--- src/rtl/l2_way_select.sv ---
// l2_way_select: chooses the way the L2 controller uses for a request.
// A hit wins over an empty way. With neither, a round-robin scan starting at
// the per-set eviction pointer picks the first way not marked busy. If every
// way is busy, the result is STALL.
// Optional build macro L2_WAY_SELECT_STATS_EN adds four 16-bit saturating
// selection counters and a synchronous clear input.
module l2_way_select #(
  parameter int unsigned SETS     = 256,
  parameter int unsigned WAYS     = 8,
  parameter int unsigned SET_BITS = 8,
  parameter int unsigned WAY_BITS = 3
) (
  input  logic                clk,
  input  logic                rst,
  input  logic                lookup_valid,
  output logic                lookup_ready,
  input  logic [SET_BITS-1:0] set,
  input  logic                tag_hit,
  input  logic [WAY_BITS-1:0] way_hit,
  input  logic                empty_way_found,
  input  logic [WAY_BITS-1:0] empty_way,
  input  logic [WAYS-1:0]     busy_mask,
  output logic                sel_valid,
  input  logic                sel_ready,
  output logic [WAY_BITS-1:0] sel_way,
  output logic [1:0]          sel_kind
`ifdef L2_WAY_SELECT_STATS_EN
  ,
  input  logic                stat_clr,
  output logic [15:0]         stat_hit,
  output logic [15:0]         stat_empty,
  output logic [15:0]         stat_evict,
  output logic [15:0]         stat_stall
`endif
);

  typedef enum logic [1:0] {ST_IDLE, ST_SCAN, ST_OUT} state_t;
  typedef enum logic [1:0] {
    KIND_HIT   = 2'd0,
    KIND_EMPTY = 2'd1,
    KIND_EVICT = 2'd2,
    KIND_STALL = 2'd3
  } kind_t;

  state_t              state;
  kind_t               kind_q;
  logic [SET_BITS-1:0] set_q;
  logic [WAYS-1:0]     busy_q;
  logic [WAY_BITS-1:0] base_q;
  logic [WAY_BITS-1:0] idx_q;
  logic [WAY_BITS-1:0] way_q;
  logic                valid_q;
  logic [WAY_BITS-1:0] ptr [SETS];

  logic [WAY_BITS-1:0] cand;
  logic                handshake;

  // Candidate way for the current scan step; WAY_BITS-wide sum wraps naturally
  always_comb begin
    cand      = base_q + idx_q;
    handshake = (state == ST_OUT) && valid_q && sel_ready;
  end

  assign lookup_ready = (state == ST_IDLE) && !rst;
  assign sel_valid    = valid_q;
  assign sel_way      = way_q;
  assign sel_kind     = kind_q;

  // Selection FSM, pointer table and registered outputs
  always_ff @(posedge clk or posedge rst) begin
    if (rst) begin
      state   <= ST_IDLE;
      kind_q  <= KIND_HIT;
      set_q   <= '0;
      busy_q  <= '0;
      base_q  <= '0;
      idx_q   <= '0;
      way_q   <= '0;
      valid_q <= 1'b0;
      for (int unsigned s = 0; s < SETS; s++) begin
        ptr[s] <= '0;
      end
    end else begin
      case (state)
        ST_IDLE: begin
          if (lookup_valid) begin
            set_q  <= set;
            busy_q <= busy_mask;
            idx_q  <= '0;
            base_q <= ptr[set];
            if (tag_hit) begin
              way_q   <= way_hit;
              kind_q  <= KIND_HIT;
              valid_q <= 1'b1;
              state   <= ST_OUT;
            end else if (empty_way_found) begin
              way_q   <= empty_way;
              kind_q  <= KIND_EMPTY;
              valid_q <= 1'b1;
              state   <= ST_OUT;
            end else begin
              state <= ST_SCAN;
            end
          end
        end
        ST_SCAN: begin
          if (!busy_q[cand]) begin
            way_q   <= cand;
            kind_q  <= KIND_EVICT;
            valid_q <= 1'b1;
            state   <= ST_OUT;
          end else if (idx_q == WAY_BITS'(WAYS - 1)) begin
            way_q   <= base_q;
            kind_q  <= KIND_STALL;
            valid_q <= 1'b1;
            state   <= ST_OUT;
          end else begin
            idx_q <= idx_q + WAY_BITS'(1);
          end
        end
        ST_OUT: begin
          if (handshake) begin
            valid_q <= 1'b0;
            state   <= ST_IDLE;
            if (kind_q == KIND_EVICT) begin
              ptr[set_q] <= way_q + WAY_BITS'(1);
            end
          end
        end
        default: begin
          state   <= ST_IDLE;
          valid_q <= 1'b0;
        end
      endcase
    end
  end

`ifdef L2_WAY_SELECT_STATS_EN
  // Saturating per-kind counters of accepted selections; clear wins
  always_ff @(posedge clk or posedge rst) begin
    if (rst) begin
      stat_hit   <= '0;
      stat_empty <= '0;
      stat_evict <= '0;
      stat_stall <= '0;
    end else if (stat_clr) begin
      stat_hit   <= '0;
      stat_empty <= '0;
      stat_evict <= '0;
      stat_stall <= '0;
    end else if (handshake) begin
      case (kind_q)
        KIND_HIT:   if (stat_hit   != '1) stat_hit   <= stat_hit   + 16'd1;
        KIND_EMPTY: if (stat_empty != '1) stat_empty <= stat_empty + 16'd1;
        KIND_EVICT: if (stat_evict != '1) stat_evict <= stat_evict + 16'd1;
        default:    if (stat_stall != '1) stat_stall <= stat_stall + 16'd1;
      endcase
    end
  end
`endif

endmodule

--- config.mk ---
export PLATFORM = sky130hd
export DESIGN_NAME = l2_way_select
export DESIGN_NICKNAME = d
export VERILOG_FILES = /design/src/rtl/l2_way_select.sv
export SDC_FILE = /design/constraint.sdc
export NUM_CORES = 2
export LEC_CHECK = 0
export CELL_PAD_IN_SITES_DETAIL_PLACEMENT = 2
export CELL_PAD_IN_SITES_GLOBAL_PLACEMENT = 2
export CORE_MARGIN = 8
export CORE_UTILIZATION = 47
export DETAILED_ROUTE_END_ITERATION = 10
export PLACE_DENSITY = 0.95
export SYNTH_ARGS = -nofsm -noshare
export SYNTH_HDL_FRONTEND = slang
export SYNTH_SLANG_ARGS = --single-unit
--- constraint.sdc ---
create_clock -name clk -period 68.3 [get_ports clk]
set_clock_uncertainty 0.1 [all_clocks]
set_input_delay 13.66 -clock clk [delete_from_list [all_inputs] [get_ports clk]]
set_output_delay 13.66 -clock clk [all_outputs]
set_load 0.03 [all_outputs]
* Word-level counts from Yosys, hierarchy flattened
Index checks and enable logic that the tools add are counted.
** Storage, ports and cells
- Register bits :: 798
- Output and inout bits :: 7
- Word-level logic and storage cells :: 334
** Operators by class
- Add/sub/neg operators :: 3
- Magnitude comparators :: 4
- Eq/ne operators :: 10
- Mux-type cells :: 38
- Bitwise logic cells :: 2
- Reduce and logical (&&, ||, !) cells :: 13
** Operator list (count)
- bitwise mux 768 bit :: 1
- 2-to-1 mux 3 bit :: 11
- binary-select mux 3 bit (select 8 bit) :: 1
- demux 3 bit (select 8 bit) :: 1
- 2-to-1 mux 2 bit :: 11
- greater-or-equal comparator 9 bit, second input constant :: 2
- inverter 8 -> 9 bit :: 2
- one-hot mux 3 bit (2 select lines) :: 2
- AND reduction 4 bit :: 3
- less-than comparator 9 x 1 -> 1 bit, second input constant :: 1
- inequality test 2 bit, second input constant :: 4
- 2-to-1 mux 1 bit :: 7
- adder 3 x 1 -> 3 bit, second input constant :: 2
- inequality test 3 bit, second input constant :: 2
- one-hot mux 2 bit (3 select lines) :: 1
- AND reduction 3 bit :: 2
- equality test 2 bit, second input constant :: 2
- logical AND 1 bit :: 4
- less-than comparator 3 x 4 -> 1 bit, second input constant :: 1
- one-hot mux 2 bit (2 select lines) :: 1
- adder 3 bit :: 1
- binary-select mux 1 bit (select 3 bit) :: 1
- equality test 3 bit, second input constant :: 1
- one-hot mux 1 bit (3 select lines) :: 1
- 5 further kinds :: 5

* Depth between registers and ports, before layout
- Depth after elaboration :: 6
- Depth in mapped cells :: 11
- Gate-level depth less buffers :: 9

* Least setup slack after synthesis
Ideal clock, no wire load.
- Path kind :: input port to output port
- Start point :: input rst
- End point :: output lookup_ready
- Data arrival time :: 14312 ps
- Data required time :: 54540 ps
- Setup slack :: 40228 ps
- Stages on the path :: 1
- Buffers on the path :: 0
- Path through :: nor3_1
** On the way
- Word-level cells in the longest chain between the ends :: 2
** Ends and longest elaborated chain
- start, declared :: RTL line 14 : input logic rst,
- logical NOT 1 bit (no source line)
- logical AND 1 bit :: RTL line 64 : assign lookup_ready = (state == ST_IDLE) && !rst;
- end, declared :: RTL line 16 : output logic lookup_ready,
No other way between the ends.

* Final worst setup path
Ends and elaborated chain as after synthesis.

==> results.ini <==
[run_status]
status=complete, no violations

[logic_synthesis]
syn_avg_cell_area_sq_um=11.7
synthSimpleGateAreaFrac=0.0640
synth_fa_ha_area_frac=0.00186
synth_warnings=0
syn_inst=3238
synth-xor-area-share=0.00129
synth_cell_types=77
synth-async-reset-ratio=1.00
synth-compound-area-share=0.146
synth_nets=3271
post_synth_instance_area_sq_um=37700
synth_top_family_by_area=multiplexers
synth_seq_cells=798
synth_edf_count=0
yosysSeqAreaShare=0.529
muxShareOfSynthArea=0.217
ys.flop_type=dfrtp_1

[drt]
dr.max_layer_used=met5
via_per_inst=7.71
wl_met3_microns=20500
drt_iter0_markers=4394
via_count=32902
wl_met2_microns=83800
met1Wirelength_microns=61700
first_pass_iters=8
post_drt_wl_per_cell_microns=43.3
totalWireLength_microns=185000
drt.antenna.violating_nets=0
post-route-drc-count=0

[pwr]
power_uw=1370
p_leak_uw=0.0185
power_density_nw_per_um2=33.0
worst_ir_drop_vdd_v=0.000107

[cts]
cts-resized-gates=0
clkTransAtPathRegs_ps=50
cts_num_sinks=798
cts_buffer_depth=3
cts_setup_buffers=0
cts.hold.buffers_added=0
clk_latency_ps=720
cts_buffers=87
htreeDepth=3
cts_tree=yes
root_buffer=clkbuf_16

[finish]
multi_input_area_sq_um=16400
nets=3161
final_util=0.520
ff_latch_area_sq_um=20000
fill_cells=7373
areaGrowthSynthToFinish_pct=10.2
drive_above_1_share=0.228

[timing]
setup_viol_count_final=0
slew_headroom=0.0662
fin_crit_ps=28890
worst_slew_pin_slew_ps=1400
max_freq_mhz=34.6
final-max-slew-violation-count=0
tns_ps=0
rsz0062_at_grt=no
hold-worst-slack_ps=398
final_hold_viol_count=0
period_share=0.423

[place]
portBuffers=34
place_congestion=0.878
dp_hpwl_microns=98800

[die]
die_y_microns=299
pin_count=35
coreArea_sq_um=80000
fp-row-count=104
initial_core_util=0.472
die_w_microns=299
dieArea_sq_um=89600

[critical_path]
cp-startpoint=rst
r2r_end=ptr[691]
path_max_fanout=2
worst-setup-path-type=input pin to primary output
rrSetupSlack_ps=63640
cp-end-kind=primary output
critPathLaunchType=input pin
r2r-start=state[1]
r2r_cells=8
critPathRequiredTime_ps=54540
worstPathArrival_ps=15130
crit_path_end=lookup_ready

[global_route]
overflow=0
grt_usage=0.409
grt_pass1_wl_microns=270000
grt_max_degree=208
grt_pass1_vias=36501
antenna_found_initial=14

[min_path]
hp-class=flop to flop

[run]
maxCapViolCount=0

-- synthesized netlist by cell type, types with 3 or more instances --
cell type,count,area (sq um)
dfrtp_1,798,20000
a21oi_1,394,1970
o21ai_0,385,1930
mux2_2,307,3460
nand2_1,221,830
clkbuf_1,198,743
nor2_1,193,724
mux4_2,168,3780
mux2i_1,69,691
buf_2,57,285
nand3_1,56,280
o31ai_1,46,345
a31oi_1,40,250
a22oi_1,33,248
mux2_1,21,236
and2_1,15,93.8
buf_1,15,56.3
buf_4,15,113
buf_6,14,158
nor2b_1,14,87.6
o22ai_1,14,87.6
a211oi_1,12,90.1
o221ai_1,11,96.3
nand2b_1,10,62.6
nor3_1,10,50.1
o21ai_1,10,50.1
inv_1,9,33.8
and3_1,7,43.8
o211ai_1,7,52.6
buf_8,6,90.1
nand4_1,6,37.5
a22o_1,5,43.8
a2111oi_0,4,35.0
a221oi_1,4,35.0
a311oi_1,4,35.0
ha_1,4,50.1
nor4_1,3,18.8
o2111ai_1,3,26.3
-- cells in the final DEF, fill, tap and decap left out, types with 69 or more instances in the layout --
master / n
clkbuf_16: 91
mux2_2: 307
dfrtp_1: 797
mux2i_1: 69
buf_4: 70
o21ai_0: 385
a21oi_1: 394
nor2_1: 191
nand2_1: 218
mux4_2: 168
-- cell families (layout without fill, tap and decap cells) --
group | count (synthesis) | in the layout
simple gates | 553 | 553
compound gates | 993 | 993
fa+ha+maj | 5 | 5
other cells | 0 | 8
flops | 798 | 798
buf+inv | 318 | 277
mux | 567 | 567
xor+xnor | 4 | 4
-- worst min path at each step --
| stage | from | end | slack, ps | cells past startpoint |
|---|---|---|---|---|
| final | busy_q[1] | busy_q[1] | 400 | 2 |
| after global routing | ptr[46] | ptr[46] | 420 | 1 |
| after CTS | ptr[397] | ptr[397] | 410 | 1 |
| after detailed placement | ptr[473] | ptr[473] | 380 | 2 |
| after global placement | ptr[231] | ptr[231] | 360 | 2 |
| after floorplan | busy_q[0] | busy_q[0] | 340 | 2 |
-- stage by stage --
| stage | instances | worst slack [ps] | instance area (sq um) |
|---|---|---|---|
| final | 4265 | 39410 | 41600 |
| after global routing | 4257 | 39340 | 41600 |
| after CTS | 4257 | 39400 | 41600 |
| after detailed placement | 4099 | 39410 | 38700 |
| after global placement | 4099 | 39380 | 38700 |
| after floorplan | 3238 | 32130 | 37700 |
-- worst max-delay path: stages --
cell and delay, ps:
clkdlybuf4s50_1 530, nor3_1 210, clkdlybuf4s50_1 720
-- sequential cells by signal, summed over array words and instances, names as in the netlist --
register / cells
ptr: 768
busy_q: 8
set_q: 8
base_q: 3
idx_q: 3
sel_way: 3
sel_kind: 2
state: 2
sel_valid: 1
-- final cells by class --
class	count	area share
repair buffers	108	0.0227
well taps	1060	0.0319
clock inverters	24	0.00581
clock buffers	134	0.0632
inverters	11	0.00117
diodes	8	0.000481
flip-flops and latches	798	0.480
multi-input cells	2122	0.394
-- power breakdown --
| part | switching, uW | total, uW | leakage, uW | internal [uW] |
|---|---|---|---|---|
| Clock | 223 | 503 | 0.00142 | 280 |
| Combinational | 288 | 347 | 0.00596 | 58.4 |
| Sequential | 33.7 | 523 | 0.0111 | 489 |
| Total | 544 | 1370 | 0.0185 | 828 |
-- routing by layer --
metal | global-route usage | vias to the layer above
li1 | - | 11641
met1 | 0.461 | 16896
met2 | 0.630 | 3012
met3 | 0.145 | 1343
met4 | 0.329 | 10
met5 | 0 | -
(Power assumes the default switching activity.)
